$ cat src/rtl/ffsr_pulse_driver.sv
// Pulse-stream transmitter: walks a saturating up/down counter receiver to a requested
// value with single-cycle inc/dec pulses, tracking the receiver value in a local shadow.
module ffsr_pulse_driver #(
  parameter int WIDTH = 3,
  parameter int GAP   = 0
) (
  input  logic             clk,
  input  logic             rst,
  input  logic [WIDTH-1:0] target,
  input  logic             req,
  input  logic             abort,
  output logic             ready,
  output logic             inc,
  output logic             dec,
  output logic             done,
  output logic [WIDTH-1:0] shadow
);

  // state | meaning
  // IDLE  | waiting for a request, ready high
  // PULSE | inc or dec high this cycle
  // WAIT  | GAP idle cycles between pulses
  // DONE  | done strobe high for one cycle
  typedef enum logic [1:0] {IDLE, PULSE, WAIT, DONE} state_t;

  localparam logic [WIDTH-1:0] MAX_VAL = '1;
  localparam logic [3:0]       GAP_LD  = 4'(GAP);

  state_t           state;
  logic [WIDTH-1:0] tgt;
  logic [3:0]       gap_cnt;
  logic [WIDTH-1:0] shadow_nxt;

  // Receiver value after the current edge, including its saturation.
  always_comb begin
    shadow_nxt = shadow;
    if (inc && shadow != MAX_VAL)
      shadow_nxt = shadow + 1'b1;
    else if (dec && shadow != '0)
      shadow_nxt = shadow - 1'b1;
  end

  assign ready = (state == IDLE);

  always_ff @(posedge clk) begin
    if (rst) begin
      state   <= IDLE;
      shadow  <= '0;
      tgt     <= '0;
      gap_cnt <= '0;
      inc     <= 1'b0;
      dec     <= 1'b0;
      done    <= 1'b0;
    end else begin
      shadow <= shadow_nxt;
      inc    <= 1'b0;
      dec    <= 1'b0;
      done   <= 1'b0;
      case (state)
        IDLE: begin
          if (req) begin
            tgt <= target;
            if (target == shadow) begin
              state <= DONE;
              done  <= 1'b1;
            end else begin
              state <= PULSE;
              inc   <= (shadow < target);
              dec   <= (shadow > target);
            end
          end
        end
        PULSE: begin
          if (abort || shadow_nxt == tgt) begin
            state <= DONE;
            done  <= 1'b1;
          end else if (GAP > 0) begin
            state   <= WAIT;
            gap_cnt <= GAP_LD;
          end else begin
            inc <= (shadow_nxt < tgt);
            dec <= (shadow_nxt > tgt);
          end
        end
        WAIT: begin
          if (abort) begin
            state   <= DONE;
            done    <= 1'b1;
            gap_cnt <= '0;
          end else if (gap_cnt <= 4'd1) begin
            state   <= PULSE;
            gap_cnt <= '0;
            inc     <= (shadow < tgt);
            dec     <= (shadow > tgt);
          end else begin
            gap_cnt <= gap_cnt - 1'b1;
          end
        end
        DONE: state <= IDLE;
        default: state <= IDLE;
      endcase
    end
  end

endmodule

$ cat config.mk
export PLATFORM = sky130hd
export DESIGN_NAME = ffsr_pulse_driver
export DESIGN_NICKNAME = d
export VERILOG_FILES = /design/src/rtl/ffsr_pulse_driver.sv
export SDC_FILE = /design/constraint.sdc
export NUM_CORES = 1
export LEC_CHECK = 0
export ABC_AREA = 1
export CAP_MARGIN = 20
export CORE_MARGIN = 1
export CORE_UTILIZATION = 56
export CTS_BUF_LIST = sky130_fd_sc_hd__clkbuf_8
export DETAILED_ROUTE_END_ITERATION = 8
export GPL_ROUTABILITY_DRIVEN = 0
export GPL_TIMING_DRIVEN = 0
export PLACE_DENSITY = 0.9
export SKIP_LAST_GASP = 1
export SYNTH_ARGS = -nofsm -noshare
export SYNTH_HDL_FRONTEND = slang
export SYNTH_SLANG_ARGS = --single-unit
$ cat constraint.sdc
create_clock -name clk -period 2.8 [get_ports clk]
set_clock_uncertainty 0.05 [all_clocks]
set_input_delay 0.28 -clock clk [delete_from_list [all_inputs] [get_ports clk]]
set_output_delay 0.28 -clock clk [all_outputs]
set_load 0.02 [all_outputs]
=== Word-level counts from Yosys, hierarchy flattened ===
Index checks and enable logic that the tools add are counted.

* Register bits: 15
* Output and inout bits: 7

* $add $sub $neg: 3
* Order comparisons: 7
* Eq/ne operators: 9
* Multiplexer cells: 27
* Reductions and logical operators: 7

{| class="wikitable"
|+ Operators with widths
! kind !! count
|-
| $mux W1 || 14
|-
| $mux W2 || 5
|-
| $gt A3 B3 Y1 || 3
|-
| $lt A3 B3 Y1 || 3
|-
| $pmux W1 S3 || 3
|-
| $mux W4 || 2
|-
| $pmux W2 S4 || 1
|-
| $eq A3 B3 Y1 || 2
|-
| $mux W3 || 2
|-
| $ne A3 B3 Y1 const B || 2
|-
| $eq A2 B2 Y1 const B || 2
|-
| $le A4 B1 Y1 const B || 1
|-
| $ne A2 B2 Y1 const B || 2
|-
| $sub A4 B1 Y4 const B || 1
|-
| $add A3 B1 Y3 const B || 1
|-
| $reduce_and A3 Y1 || 1
|-
| $reduce_bool A3 Y1 || 1
|-
| $sub A3 B1 Y3 const B || 1
|-
| $eq A2 B1 Y1 const B || 1
|-
| $logic_and A1 B1 Y1 || 2
|-
| $logic_not A2 Y1 || 1
|-
| $reduce_and A2 Y1 || 1
|-
| $logic_or A1 B1 Y1 || 1
|}

=== Logic depth before layout (Yosys ltp) ===
Gate-level depths: netlist (run 1).

* Depth after elaboration: 8
* Depth in mapped cells: 18
* Mapped depth without buffers: 18

=== Worst setup path before layout (run 1) ===
OpenSTA, ideal clock, no wires.

* Kind: register to register
* From: register shadow[1]
* To: register dec
* Arrival time: 1.977 ns
* Data required time: 2.622 ns
* Setup slack: 0.646 ns
* Stages on the path, launching flop included: 14
* Buffers on the path: 0
* Path through: dfxtp_1 ha_1 ha_1 or2_2 nand2_1 inv_1 ha_1 nand3_1 nand2_1 nor2_2 nand2_1 nand2_1 nor2_1 nor2_1

* Word-level cells in the longest chain between the ends: 8

{| class="wikitable"
|+ Ends and longest elaborated chain
! element !! RTL line !! source
|-
| from (decl) || 16 || <nowiki>output logic [WIDTH-1:0] shadow</nowiki>
|-
| from (signal assigned) || 55 || <nowiki>shadow <= shadow_nxt;</nowiki>
|-
| parallel branches: the longest is 3 deep, another holds $sub A3 B1 Y3 || -- ||
|-
| $mux W3 (*) || 37 || <nowiki>if (inc && shadow != MAX_VAL)</nowiki>
|-
| named net shadow_nxt[2] || 32 || <nowiki>logic [WIDTH-1:0] shadow_nxt;</nowiki>
|-
| parallel branches: the longest is 2 deep, another holds $gt A3 B3 Y1 || -- ||
|-
| $mux W1 (*) || 74 || <nowiki>if (abort || shadow_nxt == tgt) begin</nowiki>
|-
| $pmux W1 S3 (*) || 59 || <nowiki>case (state)</nowiki>
|-
| to (signal assigned) || 69 || <nowiki>dec <= (shadow > target);</nowiki>
|-
| to (signal assigned) || 82 || <nowiki>dec <= (shadow_nxt > tgt);</nowiki>
|-
| to (signal assigned) || 94 || <nowiki>dec <= (shadow > tgt);</nowiki>
|-
| to (decl) || 14 || <nowiki>output logic dec,</nowiki>
|}

Mark *: on every way through the listed nets, which the timed path passes.
A chain may end at the register's enable or synchronous reset.

=== Final worst setup path (run 1) ===
Ends and elaborated chain as after synthesis.

==> metrics.txt, run 1 <==
worst skew pair latency=0.24 ns; Pleak=0.681 nW; Most used DFF post-synth=dfxtp_1; status=finished clean; Final nets=201; WL/cell=10.7 µm; most frequent cell after synthesis=nand2_1; PortBufs=12; post-synth top area cell=dfxtp_1; Yosys reg bits=15; maximum vdd drop=0.491 mV; CP Capture Type=register; post-route cell area=0.00127 mm²; Max Clk Rate=0.429 GHz; critical path class=reg2reg; Min-Delay Path Class=in2reg; Seq/Total Area, Yosys=0.279; CP Cell Sequence=ha_1, ha_1, inv_1, nand2_1, or2_2, nand2_1, inv_1, ha_1, nand3_1, nand2_1, nor2_2, nand2_1, nand2_1, nor2_1, nor2_1; fraction of layout cells with a size suffix above 1=0.0843; WP buf/inv=2; Initial Util=0.609; clock slew at reported path FFs=0.06 ns; Post-Syn Area per Cell=6.63 µm²; Synth Cell Area=0.00107 mm²; Antenna Nets Post-Route=0; gr usage total=0.250; top post-synthesis cells by area=dfxtp_1 (28%), ha_1 (17%), nand2_1 (12%); PostCTS Resize Cnt=0; Area Growth Syn to Fin=18.3%; initial antenna violation count=0; largest net degree at the start of global routing=11; Slew Limit Fails=0; gr ovfl total=0; vias in the first global route=945; Post-synth EDFFs=0; # diodes=0; DIE HEIGHT=45.8 µm; most frequent CP cell=nand2_1; Top Family by Delay on Critical Path=simple AND/OR/NAND/NOR gates; worst path required time=2.87 ns; Die ar.=0.00210 mm²; Max-cap violations=0; CTS root buf=clkbuf_8; hold_buf cts=0; # setup viols final=0; Placed Area=0.00123 mm²; minimum clock period=2.33 ns; period utilization=0.832; Fin Setup TNS=0 ns; Initial DRC Count=17; Die X=45.8 µm; syn nets=184; site row count=15; synthesis warning total=0; Worst setup SP type=register; TritonCTS clock tree=built; Top-Level Pins=14; CP peak stage delay=0.37 ns; Post-synth ARST share=0; critical path fanouts, max=6; core area=0.00176 mm²; final hold vios=0; CTS Buf Count=3; Max-slew headroom=0.679; DRC Markers=0; CTS H-tree lvls=1; clk sinks=15; synth cell count leaders=nand2_1 (33), inv_1 (30), nor2_1 (22), dfxtp_1 (15), ha_1 (15); post-CTS setup buffer count=0; drt pass-1 iters=4; Mapped Cells=162; Slew @ Worst Pin=0.481 ns; DP HPWL=1.63 mm; Worst EP arrival=2.40 ns; RSZ-0062 raised after global routing=no; Vias/cell=4.95; Crit-path slowest cell=dfxtp_1; first-pass GRT wire length=3.78 mm; Netlist cell types=22; clock buffer depth=2; Synth top area share=0.279; via count=1,004; Post-Route WL=2.17 mm; Power Density=755 mW/mm²
per-layer routing:
layer,share of wire,GRT usage
met4,0.015,0.0706
met1,0.44,0.296
met5,0,0
met2,0.50,0.463
met3,0.045,0.0317
final cells by class:
type                            count  area (µm²)
Sequential cell                    15         300
Clock inverter                      1        3.75
Multi-Input combinational cell    112         643
Buffer                              1        3.75
Clock buffer                        3        41.3
Timing Repair Buffer               12         120
Tap cell                           25        31.3
Inverter                           34         128
Fill cell                         164         493
kinds of logic after synthesis:
logic type / synth area share
and+or+nand+nor: 0.315
buffers and inverters: 0.122
AOI/OAI and AO/OA: 0.0838
adders and majority gates: 0.175
DFF: 0.279
xor gates and xnor gates: 0.0245
cell usage in the layout (no fill, tap or decap), drive strengths merged, types with 4 or more instances in the layout:
cell type | synthesis | routed
clkdlybuf4s50 | 0 | 12
ha | 15 | 15
inv | 34 | 35
dfxtp | 15 | 15
o21ai | 7 | 7
a21oi | 7 | 7
nand3 | 12 | 12
nor2 | 26 | 26
nand2 | 36 | 36
clkbuf | 1 | 4
worst paths after layout:
path	start	end	slack [ns]	cells past startpoint
worst max register to register	shadow[1]	dec	0.47	15
worst min-delay path	rst	shadow[2]	0.39	2
worst min register to register	tgt[1]	tgt[1]	0.48	2
worst max-delay path	shadow[1]	dec	0.47	15
sequential cells by signal, indices dropped and copies added, names as in the netlist:
name	count
dec	1
shadow	3
tgt	3
gap_cnt	4
state	2
inc	1
done	1
report_power, final:
| part | internal (mW) | leakage, nW | total [mW] | switching (mW) |
|---|---|---|---|---|
| registers | 0.249 | 0.123 | 0.284 | 0.0348 |
| clock network | 0.0970 | 0.0269 | 0.170 | 0.0726 |
| logic | 0.212 | 0.532 | 0.506 | 0.294 |
| total | 0.559 | 0.681 | 0.960 | 0.402 |
through the flow:
stage | hold slack, ns | utilization | setup WS (ns) | instances | power [mW]
after floorplan | 0.376 | - | 0.646 | 162 | 0.646
after global placement | 0.445 | 0.695 | 0.582 | 199 | 0.756
after detailed placement | 0.471 | 0.695 | 0.518 | 199 | 0.780
after CTS | 0.387 | 0.721 | 0.472 | 203 | 0.958
after global routing | 0.406 | 0.721 | 0.265 | 203 | 1.04
final | 0.389 | 0.721 | 0.470 | 203 | 0.960
Note: power is estimated with default switching activity, not from simulation.
==> run 2, diff against run 1 <==
==> constraint.sdc (replaced) <==
create_clock -name clk -period 2.25 [get_ports clk]
set_clock_uncertainty 0.05 [all_clocks]
set_input_delay 0.225 -clock clk [delete_from_list [all_inputs] [get_ports clk]]
set_output_delay 0.225 -clock clk [all_outputs]
set_load 0.02 [all_outputs]
==> run 2 against run 1 <==
Largest cell class unchanged; setup slack lost 0.35 ns; die area unchanged; sequential share of layout area down 0.60 points; via count grew 1.6%; worst hold slack worse by 0.066 ns; total power rose by 34%; cell count rose by 1.5%; critical path depth unchanged; core utilization grew 3.1 points; global-route usage rose by 0.49 points; cell area grew 4.3%; largest power group unchanged.
==> metrics.txt, run 2 (same netlist as run 1, synthesis figures left out) <==
status=finished clean; P_int=753 µW; clk sinks=15; via count=1,020; CP Cell Sequence=ha_2, ha_1, inv_1, nand2_2, buf_4, o21ai_1, inv_1, ha_1, nand3_2, nand2_2, nor2_2, nand2_1, nand2_1, nor2_1, nor2_1; Area Growth Syn to Fin=23.4%; Cells after DPL=199; largest net degree at the start of global routing=11; # diodes=0; Switch Pwr=535 µW; Max-cap violations=0; fraction of layout cells with a size suffix above 1=0.155; Power Density=971 mW/mm²; Initial DRC Count=17; CP peak stage delay=0.35 ns; CTS root buf=clkbuf_8; hold path startpoint=rst; Largest Register=gap_cnt; Comb power frac=0.558; Post-Route WL=2.26 mm; gr usage total=0.255; Max-slew headroom=0.693; Final nets=204; WP buf/inv=3; WL/cell=10.9 µm; commonest non-fill, non-tap cell in the layout=nand2_1; Top Registers=gap_cnt: 4 flops, shadow: 3 flops, tgt: 3 flops; gr ovfl total=0; critical path class=reg2reg; Antenna Nets Post-Route=0; sequential power share=0.277; vias in the first global route=947; Net Sw Frac=0.416; Power, Total=1.29 mW; hold_buf cts=0; Crit-path slowest cell=dfxtp_4; Min-Delay Path Class=in2reg; DRC Markers=0; Top Family by Delay on Critical Path=adder cells; minimum clock period=2.13 ns; maximum vdd drop=0.620 mV; DP HPWL=1.63 mm; DIE HEIGHT=45.8 µm; most frequent cells in the layout=nand2_1 (30), inv_1 (29), nor2_1 (22); clock buffer depth=2; initial antenna violation count=0; Die ar.=0.00210 mm²; clock slew at reported path FFs=0.06 ns; max reg flops=4; # setup viols final=0; Die X=45.8 µm; drt pass-1 iters=4; fin util=0.752; first-pass GRT wire length=3.85 mm; Max Clk Rate=0.470 GHz; TritonCTS clock tree=built; Worst setup SP type=register; hold slack final=0.323 ns; CTS Buf Count=3; critical path fanouts, max=4; site row count=15; CP Capture Type=register; Initial Util=0.609; Vias/cell=4.95; final hold vios=0; Top-Level Pins=14; power share of the clock group=0.164; period utilization=0.945; Slew @ Worst Pin=0.460 ns; Slew Limit Fails=0; worst skew pair latency=0.25 ns; beginning of the critical path=shadow[1]; Non-Filler Instances=206; Pleak=0.695 nW; CTS H-tree lvls=1; reg-to-reg startpoint=shadow[1]; PortBufs=12; Worst EP arrival=2.19 ns; core area=0.00176 mm²; worst path required time=2.32 ns
==> run 2: changes by cell type in the layout (fill, tap and decap cells not counted), sizes merged <==
cell  previous run  this run
buf              0         3
==> run 2: metal layers <==
| layer | up-vias | part of all wire | track usage | wire length [µm] |
|---|---|---|---|---|
| li1 | 537 | - | - | - |
| met1 | 456 | 0.44 | 0.306 | 990 |
| met5 | - | 0 | 0 | 0 |
| met4 | 0 | 0.016 | 0.0706 | 35 |
| met2 | 22 | 0.52 | 0.474 | 1160 |
| met3 | 5 | 0.029 | 0.0238 | 65 |
==> run 2: cell type report <==
| cell class | count | area (µm²) |
|---|---|---|
| multi-input cells | 112 | 671 |
| fillers | 157 | 438 |
| flip-flops and latches | 15 | 305 |
| repair buffers | 15 | 143 |
| inverters | 34 | 128 |
| clock buffers | 3 | 41.3 |
| well taps | 25 | 31.3 |
| clock inverters | 1 | 3.75 |
| plain buffers | 1 | 3.75 |
==> run 2: path summary, 6_finish.rpt <==
check / to / slack (ns) / depth (start not counted)
worst max-delay path: dec / 0.12 / 15
worst min register to register: tgt[1] / 0.48 / 2
worst max register to register: dec / 0.12 / 15
worst min-delay path: shadow[1] / 0.32 / 2
==> run 2: what timing repair did <==
item                                    4_1_cts  5_1_grt
pin swaps                                     0        4
endpoints found under the setup margin        3        4
cloned                                        0        0
gates resized for setup                       3        8
buffers inserted                              0        3
==> run 2: power by group through the flow <==
stage | Combinational [mW] | Clock, mW | Sequential (mW)
detailed placement | 0.611 | 0 | 0.360
CTS | 0.650 | 0.212 | 0.355
global placement | 0.585 | 0 | 0.357
floorplan | 0.417 | 0 | 0.388
global route | 0.815 | 0.220 | 0.361
finish | 0.719 | 0.212 | 0.357
==> run 2: through the flow <==
step / instance area, µm² / setup TNS, ns / worst slack (ns)
2_1_floorplan: 1070 / 0 / 0.0956
3_5_place_dp: 1230 / -0.0558 / -0.0316
4_1_cts: 1290 / 0 / 0.00666
5_1_grt: 1330 / -0.00936 / -0.00936
3_3_place_gp: 1230 / 0 / 0.0320
6_report: 1330 / 0 / 0.124
==> RTL change 1 (flow settings as in run 2) <==
Set the parameter `WIDTH` to 6 (it was 3).
--- a/src/rtl/ffsr_pulse_driver.sv
+++ b/src/rtl/ffsr_pulse_driver.sv
@@ -3,3 +3,3 @@
 module ffsr_pulse_driver #(
-  parameter int WIDTH = 3,
+  parameter int WIDTH = 6,
   parameter int GAP   = 0
Ports: changed (resized shadow and target); port bits go from 14 to 20. No check against the original RTL was run, so the function may have changed too.
==> RTL change 1 against run 2 <==
  * The run now ends with design-rule violations, negative setup slack left
  * Count of clock-buffer cells in the layout unchanged
  * Routed wire length up 120%
  * Sequential cell count up 6
  * First-iteration DRC count rose to 11 times the old value
  * Global-route usage is 0.68 points higher
  * Clock power increased by 20%
  * Cell area rose by 77%
  * Area after synthesis up 60%
  * Synthesized cell count increased by 64%
  * Via count grew 84%
  * Hold slack improved by 0.11 ns
  * Combinational power is 140% higher
  * Total power is 100% higher
  * Worst setup slack worse by 0.18 ns
  * Critical path type unchanged
  * Critical endpoint is now inc
==> RTL change 1: results <==
metrics = {
    "status": {
        "outcome": "finished with violations",
        "violations": "design-rule violations, negative setup slack",
    },
    "sta": {
        "setup_ws_ns": -0.05666,
        "fin_hold_ws_ns": 0.4298,
        "setup_viol": 2,
        "finalSetupTns_ns": -0.1109,
        "worst_pin_slew_ns": 0.5823,
    },
    "synth": {
        "yosysSeqAreaShare": 0.2442,
        "postSynth.asyncResetShare": 0,
        "synth_cell_types": 27,
        "muxShareOfSynthArea": 0,
        "synthesis.nets": 298,
        "yosysWarnings": 0,
        "synth_top_cells_by_count": "nand2_1, inv_1, nor2_1, ha_1, dfxtp_1",
        "synth_xor_area_frac": 0.03997,
        "yosys-top-cells-area": "dfxtp_1, ha_1, nand2_1",
        "synth_compound_area_frac": 0.09302,
        "synth_fa_ha_area_frac": 0.1672,
    },
    "power_and_ir_drop": {
        "p_leak_nw": 1.176,
        "irDropWorstVdd_v": 0.0005961,
    },
    "setup_path": {
        "path_max_fanout": 8,
        "arrival_ns": 2.43,
        "r2r_cells": 20,
        "worstReg2RegEnd": "inc",
        "slowest_stage": "dfxtp_4",
        "setup.worst_path.start": "shadow[1]",
        "cp_top_family": "simple AND/OR/NAND/NOR gates",
        "max_stage_delay_ns": 0.41,
    },
    "routing": {
        "wl_per_cell_um": 15.02,
        "dr.pass1.iters": 7,
        "drc": 1,
        "vias": 1872,
        "drtIter0Drc": 192,
    },
    "global_route": {
        "grt_max_degree": 13,
        "grt_use_total": 0.2613,
        "grt_pass1_wl_um": 6713,
        "grt_pass1_vias": 1631,
    },
    "place": {
        "port_buffers": 19,
        "dp_hpwl_um": 2763,
        "placed_area_um2": 1953,
        "post-place-ws_ns": -0.1923,
    },
    "worst_hold_path": {
        "holdPathStages": 2,
        "holdPathEnd": "gap_cnt[3]",
        "worstHoldStart": "gap_cnt[3]",
        "min_path_type": "reg2reg",
    },
    "cts": {
        "cts.path.max_buffers": 2,
        "worstSkewPairLatency_ns": 0.26,
        "path_clk_slew_ns": 0.08,
    },
    "cells_and_area": {
        "post_route_cells_drive_above_1_share": 0.2800,
        "fin_nets": 334,
        "top_regs": "shadow x6, tgt x6, gap_cnt x4",
    },
}
## RTL change 1: cell types whose count changed in the layout (fill, tap and decap cells not counted), moves of 6 or more
cell             delta
buf_4               +8
clkdlybuf4s50_1     +7
ha_4                +7
inv_1               +8
inv_2               +6
nand2_1            +32
nor2_4              +6
## RTL change 1: cells by family (layout without fill, tap and decap cells)
logic type | Yosys count | after routing
AOI/OAI and AO/OA | 30 | 30
xor gates and xnor gates | 7 | 7
adders and majority gates | 23 | 23
buffers and inverters | 55 | 89
DFF | 21 | 21
and+or+nand+nor | 129 | 130
## RTL change 1: area by class of cell
class / count / area [µm²]
Timing Repair Buffer: 31 / 284.0
Fill cell: 165 / 478.0
Tap cell: 31 / 38.79
Inverter: 52 / 210.2
Clock inverter: 1 / 5.005
Sequential cell: 21 / 437.9
Multi-Input combinational cell: 190 / 1325
Clock buffer: 3 / 41.29
Buffer: 2 / 8.758
## RTL change 1: per-stage QoR
stage	total power, mW	instances
2_1_floorplan	1.366	265
3_3_place_gp	1.604	315
3_5_place_dp	1.651	315
4_1_cts	2.059	328
5_1_grt	2.757	331
6_report	2.578	331
## RTL change 1: timing repair
| item | CTS | global route |
|---|---|---|
| gates resized for setup | 21 | 46 |
| hold endpoints to repair | 0 | 0 |
| gates cloned | 1 | 0 |
| setup buffers | 9 | 3 |
| pin swaps | 7 | 20 |
| hold buffers | 0 | 0 |
| endpoints found under the setup margin | 4 | 4 |
## RTL change 1: worst reg2reg max path, delay by kind of cell (launching register included)
family	cells	cell delay (ns)
AOI/OAI and AO/OA	1	0.08
adders and majority gates	2	0.44
buffers and inverters	5	0.32
DFF	1	0.41
and+or+nand+nor	12	0.91
## RTL change 1: worst max path at each step
stage	cells past startpoint	to	slack [ns]
6_report	20	inc	-0.06
3_3_place_gp	20	dec	-0.14
2_1_floorplan	17	dec	0.02
4_1_cts	18	dec	0.003
5_1_grt	18	dec	-0.16
3_5_place_dp	17	dec	-0.19
## RTL change 1: power breakdown
part	internal, mW	switching (mW)	total [mW]	leakage (nW)
combinational	0.751	0.989	1.74	0.975
sequential	0.446	0.137	0.583	0.176
clock	0.124	0.131	0.255	0.0255
## RTL change 1: layer usage
metal  global-route usage  routed length, µm  share of wire  up-vias
li1                     -                  -              -      896
met4              0.05923                174          0.035        0
met5                    0                  0              0        -
met3              0.03628                273          0.055       26
met1               0.3142               1968           0.40      849
met2               0.4867               2555           0.51      101
==> RTL change 2 (settings of run 2) <==
Made on the original files. Reset style: asynchronous (`rst`), changed in one clocked block.
--- a/src/rtl/ffsr_pulse_driver.sv
+++ b/src/rtl/ffsr_pulse_driver.sv
@@ -44,3 +44,3 @@
 
-  always_ff @(posedge clk) begin
+  always_ff @(posedge clk or posedge rst) begin
     if (rst) begin
Behaviour: differs if rst is asserted again (counterexample within 4 cycles, from zero or initial values and one cycle with rst high); with rst held inactive, the same outputs for 10 cycles.
==> RTL change 2 against run 2 <==
  * Critical path depth is 1 lower
  * Area after synthesis decreased by 2.9%
  * Critical path type unchanged
  * Synthesized cell count fell by 16%
  * Routed wire length is 0.89% lower
  * Total power rose by 60%
  * Die area decreased by 2.8%
  * Largest cell class unchanged
  * Cell area fell by 0.85%
  * Sequential cell count is the same
  * Worst setup slack lost 0.066 ns
  * Global-route usage down 3.6 points
  * Combinational power up 86%
==> RTL change 2: results <==
metrics = {
    "global_route": {
        "grt_max_degree": 16,
        "grt_pass1_vias": 791,
        "met2_usage": 0.4000,
        "grt_use_total": 0.2186,
        "use_met1": 0.2556,
        "use_met3": 0.03600,
        "grt_pass1_wl_um": 3167,
    },
    "place": {
        "port_buffers": 13,
        "dp.cells": 174,
        "dp_hpwl_um": 1562,
        "placed_area_um2": 1205,
        "post-place-ws_ns": 0.02034,
    },
    "power_and_ir_drop": {
        "p_seq_mw": 0.512,
        "switching_power_mw": 0.9770,
        "irDropWorstVdd_v": 0.0007504,
        "power.density_nw_per_um2": 1570,
        "p_leak_nw": 0.7007,
    },
    "floorplan": {
        "die_w_um": 45.17,
    },
    "cells_and_area": {
        "top_regs": "gap_cnt x4, shadow x3, tgt x3",
        "nMultiInputCombCells": 94,
        "fillCellCount": 121,
        "post_route_cells_drive_above_1_share": 0.1603,
        "layout.non_clock_inverters": 27,
        "final_cell_count_no_fill": 181,
        "multi_input_area_um2": 606.8,
        "design_area_um2": 1315,
        "final-clk-cell-share": 0.03520,
        "sh_seq_area": 0.2864,
        "buf_share": 0.1161,
    },
    "setup_path": {
        "r2r_setup_slack_ns": 0.06,
        "max_stage_delay_ns": 0.44,
        "slowest_stage": "dfrtp_2",
        "arrival_ns": 2.26,
        "path_max_fanout": 6,
    },
    "status": {
        "outcome": "completed",
    },
    "synth": {
        "synth_cell_types": 18,
        "yosys-top-cells-area": "dfrtp_1, ha_1, nand2_1",
        "yosysSeqAreaShare": 0.3597,
        "synth_top_cells_by_count": "nand2_1, inv_1, dfrtp_1, ha_1, nand3_1",
        "postSynthAreaPerCell_um2": 7.673,
        "synthesis.nets": 158,
        "postSynth.asyncResetShare": 1.000,
    },
    "routing": {
        "routed-wl-met3_um": 59,
        "dr_wl_met2_um": 1180,
        "drtIter0Drc": 23,
        "wl_per_cell_um": 12.35,
        "vias": 949,
        "dr.pass1.iters": 5,
        "route.layer.met1.wl_um": 973,
    },
    "cts": {
        "path_clk_slew_ns": 0.06,
        "cts.sinks": 15,
        "worstSkewPairLatency_ns": 0.24,
    },
    "sta": {
        "hold_violations": 0,
        "worst_pin_slew_ns": 0.5809,
        "fmax_mhz": 456.2,
        "fin_hold_ws_ns": 0.3018,
    },
    "worst_hold_path": {
        "min_path_type": "in2async",
    },
    "run": {
        "drv_cap": 0,
    },
}
RTL change 2: cell count changes after synthesis, sizes merged, moves of 7 or more:
cell	change
dfrtp	+15
a21oi	-7
dfxtp	-15
nor2	-11
inv	-7
RTL change 2: worst paths after layout:
kind,from,endpoint,depth (start not counted)
worst max-delay path,shadow[1],dec,14
worst min-delay path,rst,inc,2
worst max register to register,shadow[1],dec,14
worst min register to register,tgt[1],tgt[1],2
max in group asynchronous,rst,shadow[1],2
min in group clk,tgt[1],tgt[1],2
RTL change 2: cell families (layout without fill, tap and decap cells):
group / after synthesis / count (layout) / synth area share
buf+inv: 27 / 47 / 0.09712
fa+ha+maj: 15 / 15 / 0.1799
compound gates: 11 / 11 / 0.06115
xor+xnor: 3 / 3 / 0.02518
simple gates: 65 / 65 / 0.2770
flops: 15 / 15 / 0.3597
RTL change 2: repair_timing:
| action | in CTS | in global routing |
|---|---|---|
| pin swaps | 0 | 2 |
| gates resized for setup | 1 | 8 |
| setup buffers | 0 | 3 |
| setup endpoints to repair | 1 | 5 |
